--- config.mk ---
export PLATFORM = sky130hd
export DESIGN_NAME = output_port_arbiter_flat
export DESIGN_NICKNAME = d
export VERILOG_FILES = /design/src/rtl/output_port_arbiter_pkg.sv /design/src/rtl/output_port_arbiter_if.sv /design/src/rtl/output_port_arbiter_rr_priority_picker.sv /design/src/rtl/output_port_arbiter.sv /design/src/flat_wrapper.sv
export SDC_FILE = /design/constraint.sdc
export NUM_CORES = 1
export LEC_CHECK = 0
export BUFFER_PORTS_ARGS = -buffer_cell sky130_fd_sc_hd__buf_4
export CORE_MARGIN = 2
export CORE_UTILIZATION = 41
export CTS_CLUSTER_SIZE = 25
export DETAILED_ROUTE_END_ITERATION = 12
export MAX_ROUTING_LAYER = met4
export PLACE_DENSITY = 0.83
export RECOVER_POWER = 50
export SKIP_LAST_GASP = 1
export SLEW_MARGIN = 20
export SYNTH_ARGS = -nofsm -noshare
export SYNTH_HDL_FRONTEND = slang
export SYNTH_HIERARCHICAL = 1
export SYNTH_SLANG_ARGS = --single-unit
--- constraint.sdc ---
create_clock -name clock -period 4.1 [get_ports clock]
set_input_delay 0.205 -clock clock [delete_from_list [all_inputs] [get_ports clock]]
set_output_delay 0.205 -clock clock [all_outputs]
set_load 0.01 [all_outputs]
--- src/rtl/output_port_arbiter_pkg.sv ---
// Shared types and helpers for the output-port arbiter: packet type, FSM state
// and modulo pointer arithmetic sized for the largest legal requester count.
package output_port_arbiter_pkg;

   typedef logic [31:0] pkt_t;

   typedef enum logic {IDLE, BURST} arb_state_t;

   localparam int NUM_REQ_MAX = 16;
   localparam int PTR_W       = $clog2(NUM_REQ_MAX);
   localparam int BCNT_W      = 4;

   // Explicit wrap compare so non-power-of-2 requester counts wrap correctly.
   function automatic logic [PTR_W-1:0] ptr_inc(input logic [PTR_W-1:0] p,
                                                input int unsigned      n);
      if (32'(p) == n - 1) return '0;
      return p + PTR_W'(1);
   endfunction

endpackage

--- src/rtl/output_port_arbiter_if.sv ---
// Request side and output-buffer side of the arbiter bundled as one interface.
interface output_port_arbiter_if #(parameter int NUM_REQ = 4);
   import output_port_arbiter_pkg::*;

   logic [NUM_REQ-1:0] cfg_enable;
   logic [NUM_REQ-1:0] req;
   pkt_t               req_pkt [NUM_REQ];
   logic [NUM_REQ-1:0] gnt;
   logic               ob_full;
   logic               ob_pkt_avail;
   pkt_t               ob_pkt;
   logic               busy;

   modport master (
      input  cfg_enable, req, req_pkt, ob_full,
      output gnt, ob_pkt_avail, ob_pkt, busy
   );

   modport slave (
      output cfg_enable, req, req_pkt, ob_full,
      input  gnt, ob_pkt_avail, ob_pkt, busy
   );

endinterface

--- src/rtl/output_port_arbiter_rr_priority_picker.sv ---
// Combinational round-robin scan: first eligible index starting at rr_ptr.
module rr_priority_picker
   import output_port_arbiter_pkg::*;
#(
   parameter int NUM_REQ = 4
) (
   input  logic [NUM_REQ-1:0] i_eligible,
   input  logic [PTR_W-1:0]   i_rr_ptr,
   output logic               o_found,
   output logic [PTR_W-1:0]   o_winner
);

   logic [NUM_REQ_MAX-1:0] w_elig_pad;
   logic [PTR_W-1:0]       w_scan;

   assign w_elig_pad = NUM_REQ_MAX'(i_eligible);

   always_comb begin
      o_found  = 1'b0;
      o_winner = '0;
      w_scan   = i_rr_ptr;
      for (int k = 0; k < NUM_REQ; k++) begin
         if (!o_found && w_elig_pad[w_scan]) begin
            o_found  = 1'b1;
            o_winner = w_scan;
         end
         w_scan = ptr_inc(w_scan, NUM_REQ);
      end
   end

endmodule

--- src/rtl/output_port_arbiter.sv ---
// Round-robin arbiter with optional burst locking feeding one output-buffer FIFO.
// Grant path is combinational; scheduling state (rr_ptr, owner, burst count) is registered.
module output_port_arbiter
   import output_port_arbiter_pkg::*;
#(
   parameter int NUM_REQ   = 4,
   parameter int MAX_BURST = 1
) (
   input logic                   clock,
   input logic                   reset,
   output_port_arbiter_if.master arb
);

   if (NUM_REQ < 2 || NUM_REQ > NUM_REQ_MAX) begin : g_bad_num_req
      $error("output_port_arbiter: NUM_REQ must be in 2..16");
   end
   if (MAX_BURST < 1 || MAX_BURST > 15) begin : g_bad_max_burst
      $error("output_port_arbiter: MAX_BURST must be in 1..15");
   end

   localparam logic [BCNT_W-1:0] BURST_LAST = BCNT_W'(MAX_BURST);

   arb_state_t             r_state;
   logic [PTR_W-1:0]       r_rr_ptr;
   logic [PTR_W-1:0]       r_owner;
   logic [BCNT_W-1:0]      r_burst_cnt;

   logic [NUM_REQ-1:0]     w_eligible;
   logic [NUM_REQ_MAX-1:0] w_elig_pad;
   logic                   w_found;
   logic [PTR_W-1:0]       w_winner;
   logic                   w_grant;
   logic [PTR_W-1:0]       w_gnt_idx;
   logic                   w_owner_elig;

   assign w_eligible   = arb.req & arb.cfg_enable;
   assign w_elig_pad   = NUM_REQ_MAX'(w_eligible);
   assign w_owner_elig = w_elig_pad[r_owner];

   rr_priority_picker #(.NUM_REQ(NUM_REQ)) u_picker (
      .i_eligible (w_eligible),
      .i_rr_ptr   (r_rr_ptr),
      .o_found    (w_found),
      .o_winner   (w_winner)
   );

   // Full flag and reset both veto any grant; in BURST only the owner may win.
   always_comb begin
      w_grant   = 1'b0;
      w_gnt_idx = w_winner;
      if (!reset && !arb.ob_full) begin
         if (r_state == IDLE) begin
            w_grant = w_found;
         end else begin
            w_grant   = w_owner_elig;
            w_gnt_idx = r_owner;
         end
      end
   end

   always_comb begin
      arb.gnt    = '0;
      arb.ob_pkt = '0;
      for (int i = 0; i < NUM_REQ; i++) begin
         if (w_grant && (w_gnt_idx == PTR_W'(i))) begin
            arb.gnt[i] = 1'b1;
            arb.ob_pkt = arb.req_pkt[i];
         end
      end
   end

   assign arb.ob_pkt_avail = |arb.gnt;
   assign arb.busy         = (r_state == BURST);

   always_ff @(posedge clock or posedge reset) begin
      if (reset) begin
         r_state     <= IDLE;
         r_rr_ptr    <= '0;
         r_owner     <= '0;
         r_burst_cnt <= '0;
      end else begin
         case (r_state)
            IDLE: begin
               if (w_grant) begin
                  if (MAX_BURST == 1) begin
                     r_rr_ptr <= ptr_inc(w_winner, NUM_REQ);
                  end else begin
                     r_owner     <= w_winner;
                     r_burst_cnt <= BCNT_W'(1);
                     r_state     <= BURST;
                  end
               end
            end
            BURST: begin
               // A dropped or disabled owner ends the burst with a bubble cycle.
               if (!w_owner_elig) begin
                  r_rr_ptr <= ptr_inc(r_owner, NUM_REQ);
                  r_state  <= IDLE;
               end else if (w_grant) begin
                  r_burst_cnt <= r_burst_cnt + BCNT_W'(1);
                  if ((r_burst_cnt + BCNT_W'(1)) == BURST_LAST) begin
                     r_rr_ptr <= ptr_inc(r_owner, NUM_REQ);
                     r_state  <= IDLE;
                  end
               end
            end
            default: r_state <= IDLE;
         endcase
      end
   end

endmodule
--- src/flat_wrapper.sv ---
// flat-port wrapper written by rule: the top's interface ports become plain ports
module output_port_arbiter_flat import output_port_arbiter_pkg::*;
#(
   parameter int NUM_REQ   = 4,
   parameter int MAX_BURST = 1
)
  (clock, reset, arb_cfg_enable, arb_req, arb_req_pkt, arb_ob_full, arb_gnt, arb_ob_pkt_avail, arb_ob_pkt, arb_busy);
  output_port_arbiter_if #(.NUM_REQ(NUM_REQ)) arb_i ();
  input logic clock;
  input logic reset;
  input wire logic [$bits(arb_i.cfg_enable)-1:0] arb_cfg_enable;
  input wire logic [$bits(arb_i.req)-1:0] arb_req;
  input wire logic [$bits(arb_i.req_pkt)-1:0] arb_req_pkt;
  input wire logic [$bits(arb_i.ob_full)-1:0] arb_ob_full;
  output wire logic [$bits(arb_i.gnt)-1:0] arb_gnt;
  output wire logic [$bits(arb_i.ob_pkt_avail)-1:0] arb_ob_pkt_avail;
  output wire logic [$bits(arb_i.ob_pkt)-1:0] arb_ob_pkt;
  output wire logic [$bits(arb_i.busy)-1:0] arb_busy;
  assign arb_i.cfg_enable = arb_cfg_enable;
  assign arb_i.req = arb_req;
  assign arb_i.req_pkt = {>>{arb_req_pkt}};
  assign arb_i.ob_full = arb_ob_full;
  assign arb_gnt = arb_i.gnt;
  assign arb_ob_pkt_avail = arb_i.ob_pkt_avail;
  assign arb_ob_pkt = arb_i.ob_pkt;
  assign arb_busy = arb_i.busy;
  output_port_arbiter #(.NUM_REQ(NUM_REQ), .MAX_BURST(MAX_BURST)) u_core (.clock(clock), .reset(reset), .arb(arb_i));
endmodule
==> results.yml, run 1 <==
finish:
  most-common-layout-cells: "198 x buf_4, 35 x o21ai_0, 34 x o22ai_1, 34 x mux2i_1, 32 x o2bb2ai_1"
  drive_gt1_frac: 0.479
  nFillCells: 430
  layout.nets: 628
  diodes: 0
  instances_no_fill: 554
  area_growth_pct: 72.6
  final_common_cell: "buf_4"
placement:
  dpl.hpwl_mm: 7.36
  dpl_worst_slack_ps: 246
  port_buffers: 176
  gp_congestion: 0.959
  dp.cells: 537
route:
  drt_iter0_markers: 303
  dr.pass1.iters: 5
  drt-vias-per-instance: 5.80
  wire_per_inst_um: 17.5
  routed.top_layer: "met4"
  vias: 3212
  met1_length_mm: 3.73
  drc: 0
  wl_met3_um: 603
  postRouteAntennaNets: 0
  route.met2.wl_mm: 5.00
  wl_mm: 9.68
yosys:
  syn_inst: 303
  synthArstFlopShare: 1.00
  synth_area_um2: 2280
  ys_warn_count: 6
  ys_ff_latch: 9
  synth_top_area_cell: "mux2i_1"
  synth-edff-count: 0
  synth.area.top_cells: "mux2i_1 15%, o2bb2ai_1 12%, dfrtp_1 9.9%"
  synth_top_area_share: 0.149
  seq_area_frac_synth: 0.0989
  syn_area_per_cell_um2: 7.52
  ys_types: 58
  synth_flop_cell: "dfrtp_1"
job:
  drv_cap: 0
critical_path:
  critPathMaxFanout: 16
  cp-end-kind: "output port"
  path_class: "flip-flop to output port"
  critPathLaunchType: "flip-flop"
  critPathRequiredTime_ps: 3890
  cp_data_arrival_time_ps: 3730
sta:
  hold_violations: 0
  finalMaxSlewViolations: 0
  rsz0062_at_grt: "true"
  skew_ps: 1.45
  whs_ps: 325
  fmax_mhz: 254
  tightest_slew_ps: 520
  finalCriticalPeriod_ps: 3940
  setup_tns_ps: 0
  slew_headroom: 0.652
  setup_viol: 0
  finalCritPeriodShare: 0.961
  setup_slack_ps: 160
floorplan:
  fp.dieArea_um2: 6170
  ioPinCount: 177
  coreArea_um2: 5440
  placementRows: 27
  die_x_um: 78.5
  die_h_um: 78.5
  start_util: 0.419
run_status:
  outcome: "complete, no violations"
hold_path:
  hold_path.class: "primary input to flip-flop"
clocking:
  cts-htree-levels: 1
  cts-root-buf: "clkbuf_8"
  clk-insertion-delay-late_ps: 230
  cts.clk_slew.worst_paths_ps: 50
  tritoncts: "built"
  clock_path_buffers: 2
  numCtsBuffers: 3
  clock_sinks: 9
global_route:
  grt_pass1_wl_mm: 14.2
  grtUsageTotal: 0.286
  grt_pass1_vias: 3042
  grt_max_degree: 33
  antenna_found_initial: 0
  grt_overflow: 0
power_and_ir_drop:
  leakage_nw: 1.82
  vdd_drop_max_uv: 401
  power_density_nw_per_um2: 591
[worst max-delay path: stages, from the launching register on]
cell and delay (ps):
dfrtp_2 460, ha_2 240, nor3b_4 180, nor2_2 150, mux4_2 580, a2111oi_4 370
o22ai_2 160, a41oi_4 260, buf_6 210, inv_1 90, a21oi_4 190, clkbuf_16 210
o2bb2ai_1 70, o22ai_1 170, buf_4 150
[state kept, by name, indices dropped and copies added (netlist names)]
| name | flops |
|---|---|
| u_core/r_burst_cnt | 4 |
| u_core/r_rr_ptr | 4 |
| u_core/arb.busy | 1 |
[path summary, 6_finish.rpt]
| check | startpoint | to | slack (ps) | cells past startpoint |
|---|---|---|---|---|
| setup reg to reg | u_core/r_rr_ptr[1] | u_core/r_rr_ptr[1] | 860 | 12 |
| hold reg to reg | u_core/r_burst_cnt[3] | u_core/r_burst_cnt[3] | 530 | 1 |
| max in group asynchronous | reset | u_core/r_rr_ptr[1] | 3330 | 3 |
| min in group asynchronous | reset | u_core/arb.busy | 490 | 3 |
| setup / recovery | u_core/r_rr_ptr[1] | arb_ob_pkt[9] | 160 | 14 |
| hold / removal | arb_cfg_enable[0] | u_core/arb.busy | 330 | 3 |
[Yosys cell counts (all sizes together), types with 2 or more instances]
cell type   n
xor2        2
nand2      17
clkbuf     15
and4        3
o22ai      36
or2         3
mux2i      34
xnor2       2
ha          6
dfrtp       9
nor4bb      2
nor2       13
nor3        6
buf        16
nor3b       2
mux4        2
nor2b       4
inv         9
nand3       6
o21ai      35
o2bb2ai    32
and2        5
a21oi       8
o211ai      2
a211oi      3
nand2b      5
a41oi       2
nor4        2
or3         2
a21bo       2
[logic make-up after synthesis]
logic type,Yosys count,share of synthesized area
multiplexers,36,0.169
AND/OR/NAND/NOR,78,0.208
XOR/XNOR,4,0.0154
other,1,0.00165
AO/OA/AOI/OAI,129,0.389
buffers and inverters,40,0.0852
adder cells (fa/ha/maj),6,0.0330
flip-flops,9,0.0989
[metal layers]
layer	global-route usage	vias to the layer above
li1	-	1534
met1	0.350	1485
met2	0.490	167
met3	0.0287	26
met4	0.102	0
met5	-	-
[what timing repair did]
item,in CTS,in global routing
setup buffers,0,11
gates resized for setup,0,16
hold endpoints to repair,9,0
hold buffers,1,0
setup endpoints to repair,0,33
[area by class of cell]
type                            count  area, µm²  share of cell area
Multi-Input combinational cell    255       1960               0.498
Clock buffer                        4       45.0              0.0115
Sequential cell                     9        226              0.0576
Timing Repair Buffer              205       1580               0.402
Tap cell                           72       90.1              0.0229
Inverter                            9       33.8             0.00859
[metrics by stage]
stage / instance area (µm²) / total power, W / util
2_1_floorplan: 2280 / 0.00139 / -
3_3_place_gp: 3690 / 0.00187 / 0.678
3_5_place_dp: 3690 / 0.00192 / 0.678
4_1_cts: 3740 / 0.00204 / 0.688
5_1_grt: 3930 / 0.00249 / 0.723
6_report: 3930 / 0.00232 / 0.723
[power breakdown]
group / internal, W / switching (W)
Sequential: 0.000108 / 0.0000509
Combinational: 0.000949 / 0.00111
Clock: 0.0000677 / 0.0000345
Total: 0.00112 / 0.00120
No activity file was read; power rests on OpenSTA's default activity.
==> run 2: changes to the inputs <==
--- a/config.mk
+++ b/config.mk
@@ -11,7 +11,7 @@
 export CTS_CLUSTER_SIZE = 25
 export DETAILED_ROUTE_END_ITERATION = 12
 export MAX_ROUTING_LAYER = met4
-export PLACE_DENSITY = 0.83
+export PLACE_DENSITY = 0.86
 export RECOVER_POWER = 50
 export SKIP_LAST_GASP = 1
 export SLEW_MARGIN = 20
==> run 2 against run 1 <==
Sequential share of layout area rose by 0.24 points. Register-to-register slack improved by 90 ps. Sequential power rose by 8%. Combinational power fell by 8%. Non-clock buffer count fell by 12. Cell count fell by 2.2%. Worst hold slack improved by 23 ps. Largest power group unchanged.
==> results.yml, run 2 (synthesis gave the netlist of run 1 again) <==
sta:
  skew_ps: 1.69
  finalMaxSlewViolations: 0
  setup_viol: 0
  finalCritPeriodShare: 0.952
  tightest_slew_ps: 525
  slew_headroom: 0.650
  finalCriticalPeriod_ps: 3900
  hold_violations: 0
  fmax_mhz: 256
  whs_ps: 348
finish:
  stdcell_area_um2: 3800
  nFillCells: 441
  instances_no_fill: 542
  layout.nets: 616
  drive_gt1_frac: 0.460
  area_growth_pct: 66.8
  final_core_util: 0.698
  final_common_cell: "buf_4"
  most-common-layout-cells: "184 x buf_4, 35 x o21ai_0, 34 x o22ai_1"
  diodes: 0
clocking:
  tritoncts: "built"
  cts.clk_slew.worst_paths_ps: 40
  clock_sinks: 9
  clock_path_buffers: 2
  cts-root-buf: "clkbuf_8"
  cts-htree-levels: 1
  clk-insertion-delay-late_ps: 230
  numCtsBuffers: 3
global_route:
  grt_pass1_vias: 3034
  antenna_found_initial: 0
  grt_overflow: 0
  grtUsageTotal: 0.289
  grt_pass1_wl_mm: 14.2
  grt_max_degree: 34
placement:
  placed_cell_area_um2: 3640
  gp_congestion: 0.983
  dp.cells: 533
  dpl.hpwl_mm: 7.15
  port_buffers: 176
floorplan:
  die_x_um: 78.5
  start_util: 0.419
  die_h_um: 78.5
  placementRows: 27
  ioPinCount: 177
  fp.dieArea_um2: 6170
  coreArea_um2: 5440
route:
  drc: 0
  dr.pass1.iters: 5
  postRouteAntennaNets: 0
  vias: 3150
  wire_per_inst_um: 17.2
  wl_mm: 9.35
  drt-vias-per-instance: 5.81
  drt_iter0_markers: 256
critical_path:
  path_class: "flip-flop to output port"
  critPathRequiredTime_ps: 3890
  cp-end-kind: "output port"
  critPathLaunchType: "flip-flop"
  critPathMaxFanout: 32
  cp_data_arrival_time_ps: 3700
run_status:
  outcome: "complete, no violations"
hold_path:
  hold_path.class: "primary input to flip-flop"
power_and_ir_drop:
  vdd_drop_max_uv: 356
  power_density_nw_per_um2: 568
  total_power_w: 0.00216
  leakage_nw: 1.73
job:
  drv_cap: 0
## run 2: cell count changes in the layout (fill, tap and decap cells not counted), sizes merged
| cell | delta |
|---|---|
| buf | -12 |
## run 2: what timing repair did
action | 4_1_cts | 5_1_grt
endpoints found under the setup margin | 32 | 32
buffers inserted | 0 | 4
hold endpoints to repair | 9 | 0
hold buffers | 1 | 0
pin swaps | 0 | 3
resized for setup | 3 | 15
## run 2: critical path, stage by stage (launching register included)
cell	delay (ps)
dfrtp_2	460
ha_1	220
nor3b_4	180
nor2_4	150
mux4_2	550
a2111oi_2	430
o22ai_2	160
a41oi_4	270
buf_8	190
inv_1	80
a21oi_2	150
buf_12	200
o2bb2ai_1	110
o22ai_1	160
buf_4	150
## run 2: final cells by class
| class | instances | area (µm²) | area share |
|---|---|---|---|
| clock buffer | 4 | 45.0 | 0.0119 |
| inverter | 9 | 33.8 | 0.00890 |
| multi-input combinational | 255 | 1920 | 0.506 |
| sequential | 9 | 228 | 0.0600 |
| tap | 72 | 90.1 | 0.0237 |
| timing repair buffer | 193 | 1480 | 0.389 |
## run 2: per-layer routing
layer,share of wire,vias up,wire length [µm],track usage
met4,0.025,0,229,0.0789
met1,0.39,1463,3650,0.361
met3,0.062,24,582,0.0264
met2,0.52,154,4880,0.498
li1,-,1509,-,-
met5,0,-,0,-
## run 2: final timing paths
path                            slack, ps                   from  cells past startpoint                    end
worst max-delay path                  200     u_core/r_rr_ptr[1]                     14         arb_ob_pkt[23]
worst min register to register        520  u_core/r_burst_cnt[2]                      1  u_core/r_burst_cnt[2]
worst max register to register        950     u_core/r_rr_ptr[1]                     11     u_core/r_rr_ptr[1]
max in group asynchronous            3330                  reset                      3     u_core/r_rr_ptr[0]
worst min-delay path                  350      arb_cfg_enable[0]                      3        u_core/arb.busy
min in group asynchronous             490                  reset                      3  u_core/r_burst_cnt[1]
## run 2: where the power goes
group	leakage, nW	internal [W]	switching (W)
combinational	1.61	0.000837	0.00105
sequential	0.103	0.000109	0.0000628
clock	0.0228	0.0000675	0.0000324
total	1.73	0.00101	0.00114
## run 2: metrics by stage
step | setup TNS (ps) | worst slack (ps)
2_1_floorplan | 0 | 304
3_3_place_gp | 0 | 220
3_5_place_dp | 0 | 156
4_1_cts | 0 | 1.82
5_1_grt | -19.3 | -7.95
6_report | 0 | 198
